$ cat src/rtl/fc_pkg.sv
// Shared types for the fully-connected layer sequencer: FP16 word, FSM state
// encoding and the FP16 adder used for the bias add.
package fc_pkg;

  typedef logic [15:0] fp16_t;

  typedef enum logic [2:0] {
    IDLE  = 3'd0,
    CLEAR = 3'd1,
    MAC   = 3'd2,
    DRAIN = 3'd3,
    BIAS  = 3'd4,
    OUT   = 3'd5,
    DONE  = 3'd6
  } fc_state_e;

  localparam fp16_t FP16_QNAN = 16'h7E00;

  // Float16Add: IEEE binary16 add, round-to-nearest-even, subnormals kept,
  // overflow to infinity, any NaN or inf-inf gives a quiet NaN.
  function automatic fp16_t fp16_add(input fp16_t a, input fp16_t b);
    logic [4:0]  ea;
    logic [4:0]  eb;
    logic [5:0]  ea_eff;
    logic [5:0]  eb_eff;
    logic [5:0]  el;
    logic [5:0]  es;
    logic [5:0]  d;
    logic [10:0] ma;
    logic [10:0] mb;
    logic [13:0] ml;
    logic [13:0] ms;
    logic [13:0] ms_sh;
    logic [13:0] mask;
    logic [14:0] sum;
    logic [11:0] rnd;
    logic        a_big;
    logic        sl;
    logic        sub;
    int          e;
    fp16_t       res;

    ea     = a[14:10];
    eb     = b[14:10];
    ma     = {ea != 5'd0, a[9:0]};
    mb     = {eb != 5'd0, b[9:0]};
    ea_eff = (ea == 5'd0) ? 6'd1 : {1'b0, ea};
    eb_eff = (eb == 5'd0) ? 6'd1 : {1'b0, eb};
    a_big  = (a[14:0] >= b[14:0]);
    sl     = a_big ? a[15] : b[15];
    el     = a_big ? ea_eff : eb_eff;
    es     = a_big ? eb_eff : ea_eff;
    ml     = a_big ? {ma, 3'b000} : {mb, 3'b000};
    ms     = a_big ? {mb, 3'b000} : {ma, 3'b000};
    sub    = a[15] ^ b[15];
    d      = el - es;

    // Alignment keeps guard/round bits and folds everything shifted out into a sticky bit.
    mask = '0;
    if (d >= 6'd14) begin
      ms_sh = {13'b0, |ms};
    end else begin
      mask  = ~(14'h3FFF << d);
      ms_sh = (ms >> d) | {13'b0, |(ms & mask)};
    end

    sum = sub ? ({1'b0, ml} - {1'b0, ms_sh}) : ({1'b0, ml} + {1'b0, ms_sh});
    e   = int'(el);
    if (sum[14]) begin
      sum = {1'b0, sum[14:2], sum[1] | sum[0]};
      e   = e + 1;
    end
    for (int k = 0; k < 13; k++) begin
      if (!sum[13] && e > 1) begin
        sum = sum << 1;
        e   = e - 1;
      end
    end

    rnd = {1'b0, sum[13:3]} + 12'(sum[2] & (sum[1] | sum[0] | sum[3]));
    if (rnd[11]) begin
      rnd = {1'b0, rnd[11:1]};
      e   = e + 1;
    end

    if (sum == 15'd0) begin
      res = {a[15] & b[15], 15'b0};
    end else if (e >= 31) begin
      res = {sl, 5'h1F, 10'h000};
    end else begin
      res = {sl, rnd[10] ? 5'(e) : 5'd0, rnd[9:0]};
    end

    if (ea == 5'h1F || eb == 5'h1F) begin
      if ((ea == 5'h1F && a[9:0] != '0) || (eb == 5'h1F && b[9:0] != '0)) begin
        res = FP16_QNAN;
      end else if (ea == 5'h1F && eb == 5'h1F && sub) begin
        res = FP16_QNAN;
      end else begin
        res = (ea == 5'h1F) ? a : b;
      end
    end
    return res;
  endfunction

endpackage

$ cat src/rtl/fc_addr_gen.sv
// Feature/neuron counters for the FC sequencer; w_addr is kept as a running
// base plus offset so no multiplier is needed and it never exceeds IN_CH*OUT_CH-1.
module fc_addr_gen
  import fc_pkg::*;
#(
  parameter int IN_CH  = 120,
  parameter int OUT_CH = 84
) (
  input  logic                              clk,
  input  logic                              reset,
  input  logic                              mac_load,
  input  logic                              mac_step,
  input  logic                              neuron_next,
  input  logic                              pass_end,
  output logic [$clog2(IN_CH)-1:0]          img_addr,
  output logic [$clog2(IN_CH*OUT_CH)-1:0]   w_addr,
  output logic [$clog2(OUT_CH)-1:0]         bias_addr,
  output logic                              last_i,
  output logic                              last_o
);

  localparam int IW = $clog2(IN_CH);
  localparam int WW = $clog2(IN_CH * OUT_CH);
  localparam int OW = $clog2(OUT_CH);

  logic [WW-1:0] base;

  // img_addr is the feature counter i and bias_addr the neuron counter o.
  always_ff @(posedge clk) begin
    if (reset || pass_end) begin
      img_addr  <= '0;
      w_addr    <= '0;
      bias_addr <= '0;
      base      <= '0;
    end else begin
      if (mac_load) begin
        img_addr <= '0;
        w_addr   <= base;
      end else if (mac_step) begin
        img_addr <= img_addr + IW'(1);
        w_addr   <= w_addr + WW'(1);
      end
      if (neuron_next) begin
        bias_addr <= bias_addr + OW'(1);
        base      <= base + WW'(IN_CH);
      end
    end
  end

  assign last_i = (img_addr == IW'(IN_CH - 1));
  assign last_o = (bias_addr == OW'(OUT_CH - 1));

endmodule

$ cat src/rtl/fc_sequencer.sv
// Fully-connected layer sequencer: walks neurons and features, drives an external
// FP16 MAC, adds the bias and emits one result per neuron. Define FC_RELU_EN to clamp negative sums to 0.
module fc_sequencer
  import fc_pkg::*;
#(
  parameter int DATA_WIDTH = 16,
  parameter int IN_CH      = 120,
  parameter int OUT_CH     = 84,
  parameter int MAC_LAT    = 2
) (
  input  logic                            clk,
  input  logic                            reset,
  input  logic                            start,
  output logic                            busy,
  output logic                            done,
  output logic [$clog2(IN_CH)-1:0]        img_addr,
  output logic [$clog2(IN_CH*OUT_CH)-1:0] w_addr,
  output logic [$clog2(OUT_CH)-1:0]       bias_addr,
  output logic                            mac_clear,
  output logic                            mac_en,
  input  logic [DATA_WIDTH-1:0]           acc_in,
  input  logic [DATA_WIDTH-1:0]           bias_in,
  output logic                            res_valid,
  input  logic                            res_ready,
  output logic [DATA_WIDTH-1:0]           res_data,
  output logic [$clog2(OUT_CH)-1:0]       res_ch,
  output fc_state_e                       dbg_state
);

  localparam int DCW = $clog2(MAC_LAT + 1) + 1;

  fc_state_e      state;
  logic [DCW-1:0] drain_cnt;
  logic           mac_load;
  logic           mac_step;
  logic           neuron_next;
  logic           pass_end;
  logic           last_i;
  logic           last_o;
  fp16_t          bias_sum;

  // Counter strobes decode the transition the FSM takes on this edge.
  assign mac_load    = (state == CLEAR);
  assign mac_step    = (state == MAC) && !last_i;
  assign neuron_next = (state == OUT) && res_ready && !last_o;
  assign pass_end    = (state == DONE);
  assign dbg_state   = state;

  fc_addr_gen #(
    .IN_CH  (IN_CH),
    .OUT_CH (OUT_CH)
  ) u_addr_gen (
    .clk         (clk),
    .reset       (reset),
    .mac_load    (mac_load),
    .mac_step    (mac_step),
    .neuron_next (neuron_next),
    .pass_end    (pass_end),
    .img_addr    (img_addr),
    .w_addr      (w_addr),
    .bias_addr   (bias_addr),
    .last_i      (last_i),
    .last_o      (last_o)
  );

  always_comb begin
    bias_sum = fp16_add(acc_in, bias_in);
`ifdef FC_RELU_EN
    if (bias_sum[15]) bias_sum = '0;
`endif
  end

  // Result port: res_valid rises on entry to OUT and, with res_data/res_ch held
  // stable, stays high until a cycle with res_ready=1; that cycle is the transfer.
  always_ff @(posedge clk) begin
    if (reset) begin
      state     <= IDLE;
      busy      <= 1'b0;
      done      <= 1'b0;
      mac_clear <= 1'b0;
      mac_en    <= 1'b0;
      res_valid <= 1'b0;
      res_data  <= '0;
      res_ch    <= '0;
      drain_cnt <= '0;
    end else begin
      mac_en    <= (state == MAC);
      done      <= 1'b0;
      mac_clear <= 1'b0;
      case (state)
        IDLE: begin
          if (start) begin
            state     <= CLEAR;
            busy      <= 1'b1;
            mac_clear <= 1'b1;
          end
        end
        CLEAR: state <= MAC;
        MAC: begin
          if (last_i) begin
            state     <= DRAIN;
            drain_cnt <= '0;
          end
        end
        DRAIN: begin
          // The last mac_en lands in the first DRAIN cycle; acc_in settles MAC_LAT later.
          if (drain_cnt == DCW'(MAC_LAT)) state <= BIAS;
          else drain_cnt <= drain_cnt + DCW'(1);
        end
        BIAS: begin
          res_data  <= bias_sum;
          res_ch    <= bias_addr;
          res_valid <= 1'b1;
          state     <= OUT;
        end
        OUT: begin
          if (res_ready) begin
            res_valid <= 1'b0;
            if (!last_o) begin
              state     <= CLEAR;
              mac_clear <= 1'b1;
            end else begin
              state <= DONE;
              done  <= 1'b1;
            end
          end
        end
        DONE: begin
          state <= IDLE;
          busy  <= 1'b0;
        end
        default: state <= IDLE;
      endcase
    end
  end

endmodule

$ cat config.mk
export PLATFORM = sky130hd
export DESIGN_NAME = fc_sequencer
export DESIGN_NICKNAME = d
export VERILOG_FILES = /design/src/rtl/fc_pkg.sv /design/src/rtl/fc_addr_gen.sv /design/src/rtl/fc_sequencer.sv
export SDC_FILE = /design/constraint.sdc
export NUM_CORES = 1
export LEC_CHECK = 0
export ABC_AREA = 1
export BUFFER_PORTS_ARGS = -buffer_cell sky130_fd_sc_hd__buf_2
export CELL_PAD_IN_SITES_DETAIL_PLACEMENT = 1
export CELL_PAD_IN_SITES_GLOBAL_PLACEMENT = 1
export CORE_ASPECT_RATIO = 1.1
export CORE_MARGIN = 2
export CORE_UTILIZATION = 48
export DETAILED_ROUTE_END_ITERATION = 8
export GPL_TIMING_DRIVEN = 0
export PLACE_DENSITY_LB_ADDON = 0.15
export SLEW_MARGIN = 20
export SYNTH_ARGS = -nofsm -noshare
export SYNTH_HDL_FRONTEND = slang
export SYNTH_SLANG_ARGS = --single-unit
export TNS_END_PERCENT = 1
$ cat constraint.sdc
create_clock -name clk -period 47.7 [get_ports clk]
set_clock_uncertainty 0.05 [all_clocks]
set_input_delay 2.385 -clock clk [delete_from_list [all_inputs] [get_ports clk]]
set_output_delay 2.385 -clock clk [all_outputs]
set_load 0.02 [all_outputs]
==> results by group <==
STA
  – Tmin final: ~27 ns
  – Max Freq: around 37 MHz
  – Setup-failing EPs final: 0
  – Least-Margin Pin Slew: 0.876 ns
  – Slew HR: approximately two fifths
  – Setup TNS: 0 ns
  – Worst Setup Slack, final: about 21 ns
  – RSZ-0062 raised after global routing: false
  – Final hold violation count: 0
  – Fin. max-slew vios: 0
  – Final Cycle Share: 56.2%

Die
  – Core ar.: roughly 32000 um^2
  – Starting Density: just under 50%
  – DIE WIDTH: between 150 and 200 um
  – Cell Rows: just under 70
  – Die Ht: around 190 um
  – IO Pins: 95
  – Die footprint: approximately 34000 um^2

Final layout
  – Area delta synth->final: 8.28%
  – Most common cell after layout, fill and taps aside: nand2_1
  – Most frequent cells in the layout: nand2_1, inv_1, o21ai_0, nor2_1, nand3_1
  – Fillers: 4690
  – Final net count: 2845
  – Share of cells above drive strength 1: ~22%

Route
  – Via count: ~17k
  – WL final: around 47000 um
  – DRC viols: 0
  – Avg WL per Cell: roughly 15 um
  – DRT iter0 DRCs: about 650
  – DR vias/cell: between 5 and 6
  – First drt pass iteration count: 5
  – Final ANT Viol Nets: 0

Clock network
  – Clk buf depth: 2
  – Root Driver: clkbuf_16
  – Clk_lat worst skew: 0.33 ns
  – CTS Sinks: 73
  – Num CTS Buffers: 9
  – CTS Hold Bufs: 0
  – Post-CTS Resized: 0
  – Setup repair bufs after CTS: 0
  – H-tree depth: 3
  – CTS tree: yes
  – CTS clock-pin slew for the worst setup and hold paths: roughly 0.06 ns

Global routing
  – Initial antenna violation count: 2
  – Total GRT Usage: a little over a quarter
  – Global-route wire length before repair: around 80000 um
  – Largest net degree at the start of global routing: 13
  – Vias in the first global route: about 17k
  – Global route overflow: 0

Worst setup path
  – Critical Path End Type: register
  – Crit-path max cell delay: between 0.4 and 0.5 ns
  – Slowest-stage cell, CP: o22ai_1
  – Worst Path Required: 47.86 ns
  – Crit path launch type: primary input
  – CP Class: primary input to register
  – Most Frequent Cell on Critical Path: nand2_1
  – Max Fanout on Critical Path: 10
  – Critical path data arrival time: 26.97 ns

Yosys
  – Netlist cell types: slightly above 80
  – Area contributors post-synth: nand2_1, inv_1, dfxtp_1, o21ai_0, nand2_2
  – Mapped Area: roughly 16000 um^2
  – Yosys reg bits: 73
  – Post-synth net total: 2740
  – Post-synth top area share: roughly 15%
  – Post-synth EDFFs: 0
  – Synth Warn #: 0
  – Cell accounting for the most synthesized area: nand2_1
  – Async set or reset register ratio after synthesis: 0%
  – Main synth FF type: dfxtp_1
  – Register area share after synthesis: a little under a tenth
  – Syn avg cell area: between 5 and 6 um^2
  – Cells after Synth: roughly 2.6k

Worst hold path
  – Min-Delay Path Class: register to register

Place
  – DP Worst Slack: 20.62 ns
  – HPWL after detailed placement: between 30000 and 40000 um
  – Count of input and output buffers: 94
  – RePlAce Congestion: around 0.9

Status
  – Status: completed

Run
  – Max-Cap Viols: 0
per-stage QoR:
stage	util, %	instance area (um^2)	hold slack (ns)	std cells
3_3_place_gp	51.6	16600	0.400	3156
6_report	52.5	16900	0.430	3173
5_1_grt	52.5	16900	0.455	3173
3_5_place_dp	51.6	16600	0.409	3156
4_1_cts	52.5	16900	0.429	3171
2_1_floorplan	-	15600	0.384	2636
worst paths after layout:
kind	start	end	slack (ns)	depth (start not counted)
worst min-delay path	res_valid$_SDFFE_PP0P_	res_valid$_SDFFE_PP0P_	0.43	2
worst max-delay path	bias_in[14]	res_data[7]$_SDFFE_PP0P_	20.89	167
worst max register to register	u_addr_gen.img_addr[0]$_SDFFE_PP0P_	u_addr_gen.w_addr[7]$_SDFFE_PP0P_	44.81	9
worst min register to register	res_valid$_SDFFE_PP0P_	res_valid$_SDFFE_PP0P_	0.43	2
worst max-delay path: cells and delay by family:
kind / cells / cell delay, ns
buf+inv: 40 / 5.04
simple gates: 98 / 12.83
xor+xnor: 3 / 0.64
fa+ha+maj: 17 / 4.40
compound gates: 9 / 1.63
final cells by class:
| class | instances | area (um^2) | area share (%) |
|---|---|---|---|
| plain buffers | 72 | 671 | 3.97 |
| repair buffers | 94 | 470 | 2.78 |
| well taps | 426 | 533 | 3.15 |
| flip-flops and latches | 73 | 1460 | 8.64 |
| inverters | 498 | 1960 | 11.6 |
| diodes | 2 | 5.00 | 0.0296 |
| multi-input cells | 1993 | 11500 | 68.2 |
| clock buffers | 9 | 225 | 1.33 |
| clock inverters | 6 | 58.8 | 0.348 |
kinds of logic after synthesis:
logic type	synth area share (%)
compound gates	15.5
buf+inv	16.8
simple gates	48.9
xor+xnor	3.75
fa+ha+maj	5.45
flops	9.36
mux	0.208
cells in the mapped netlist, drive strengths merged, types with 3 or more instances:
cell / count
o21bai: 8
o221ai: 4
o31ai: 4
xor2: 44
inv: 488
ha: 68
nand4: 78
nor3: 37
o21ai: 279
a31oi: 13
dfxtp: 73
a21boi: 3
nand2: 842
o21a: 3
o211ai: 7
nand3b: 14
or2: 7
nor4: 6
a21oi: 81
nand3: 205
clkinv: 8
o22ai: 5
buf: 33
xnor2: 22
nor2: 244
clkbuf: 39
registers in the layout (all words and copies together), names as in the netlist:
name / cells
busy: 1
dbg_state: 3
done: 1
drain_cnt: 3
mac_clear: 1
mac_en: 1
res_ch: 7
res_data: 16
res_valid: 1
u_addr_gen.base: 11
u_addr_gen.bias_addr: 7
u_addr_gen.img_addr: 7
u_addr_gen.w_addr: 14
per-layer routing:
layer / routed length (um) / global-route usage (%)
met5: 0 / 0
met4: 890 / 6.80
met3: 1060 / 1.53
met2: 24000 / 51.7
met1: 21200 / 33.6
Power is left out: the tool's default activity adds up to more than one toggle a clock period on the data nets, which glitch-free logic cannot reach.
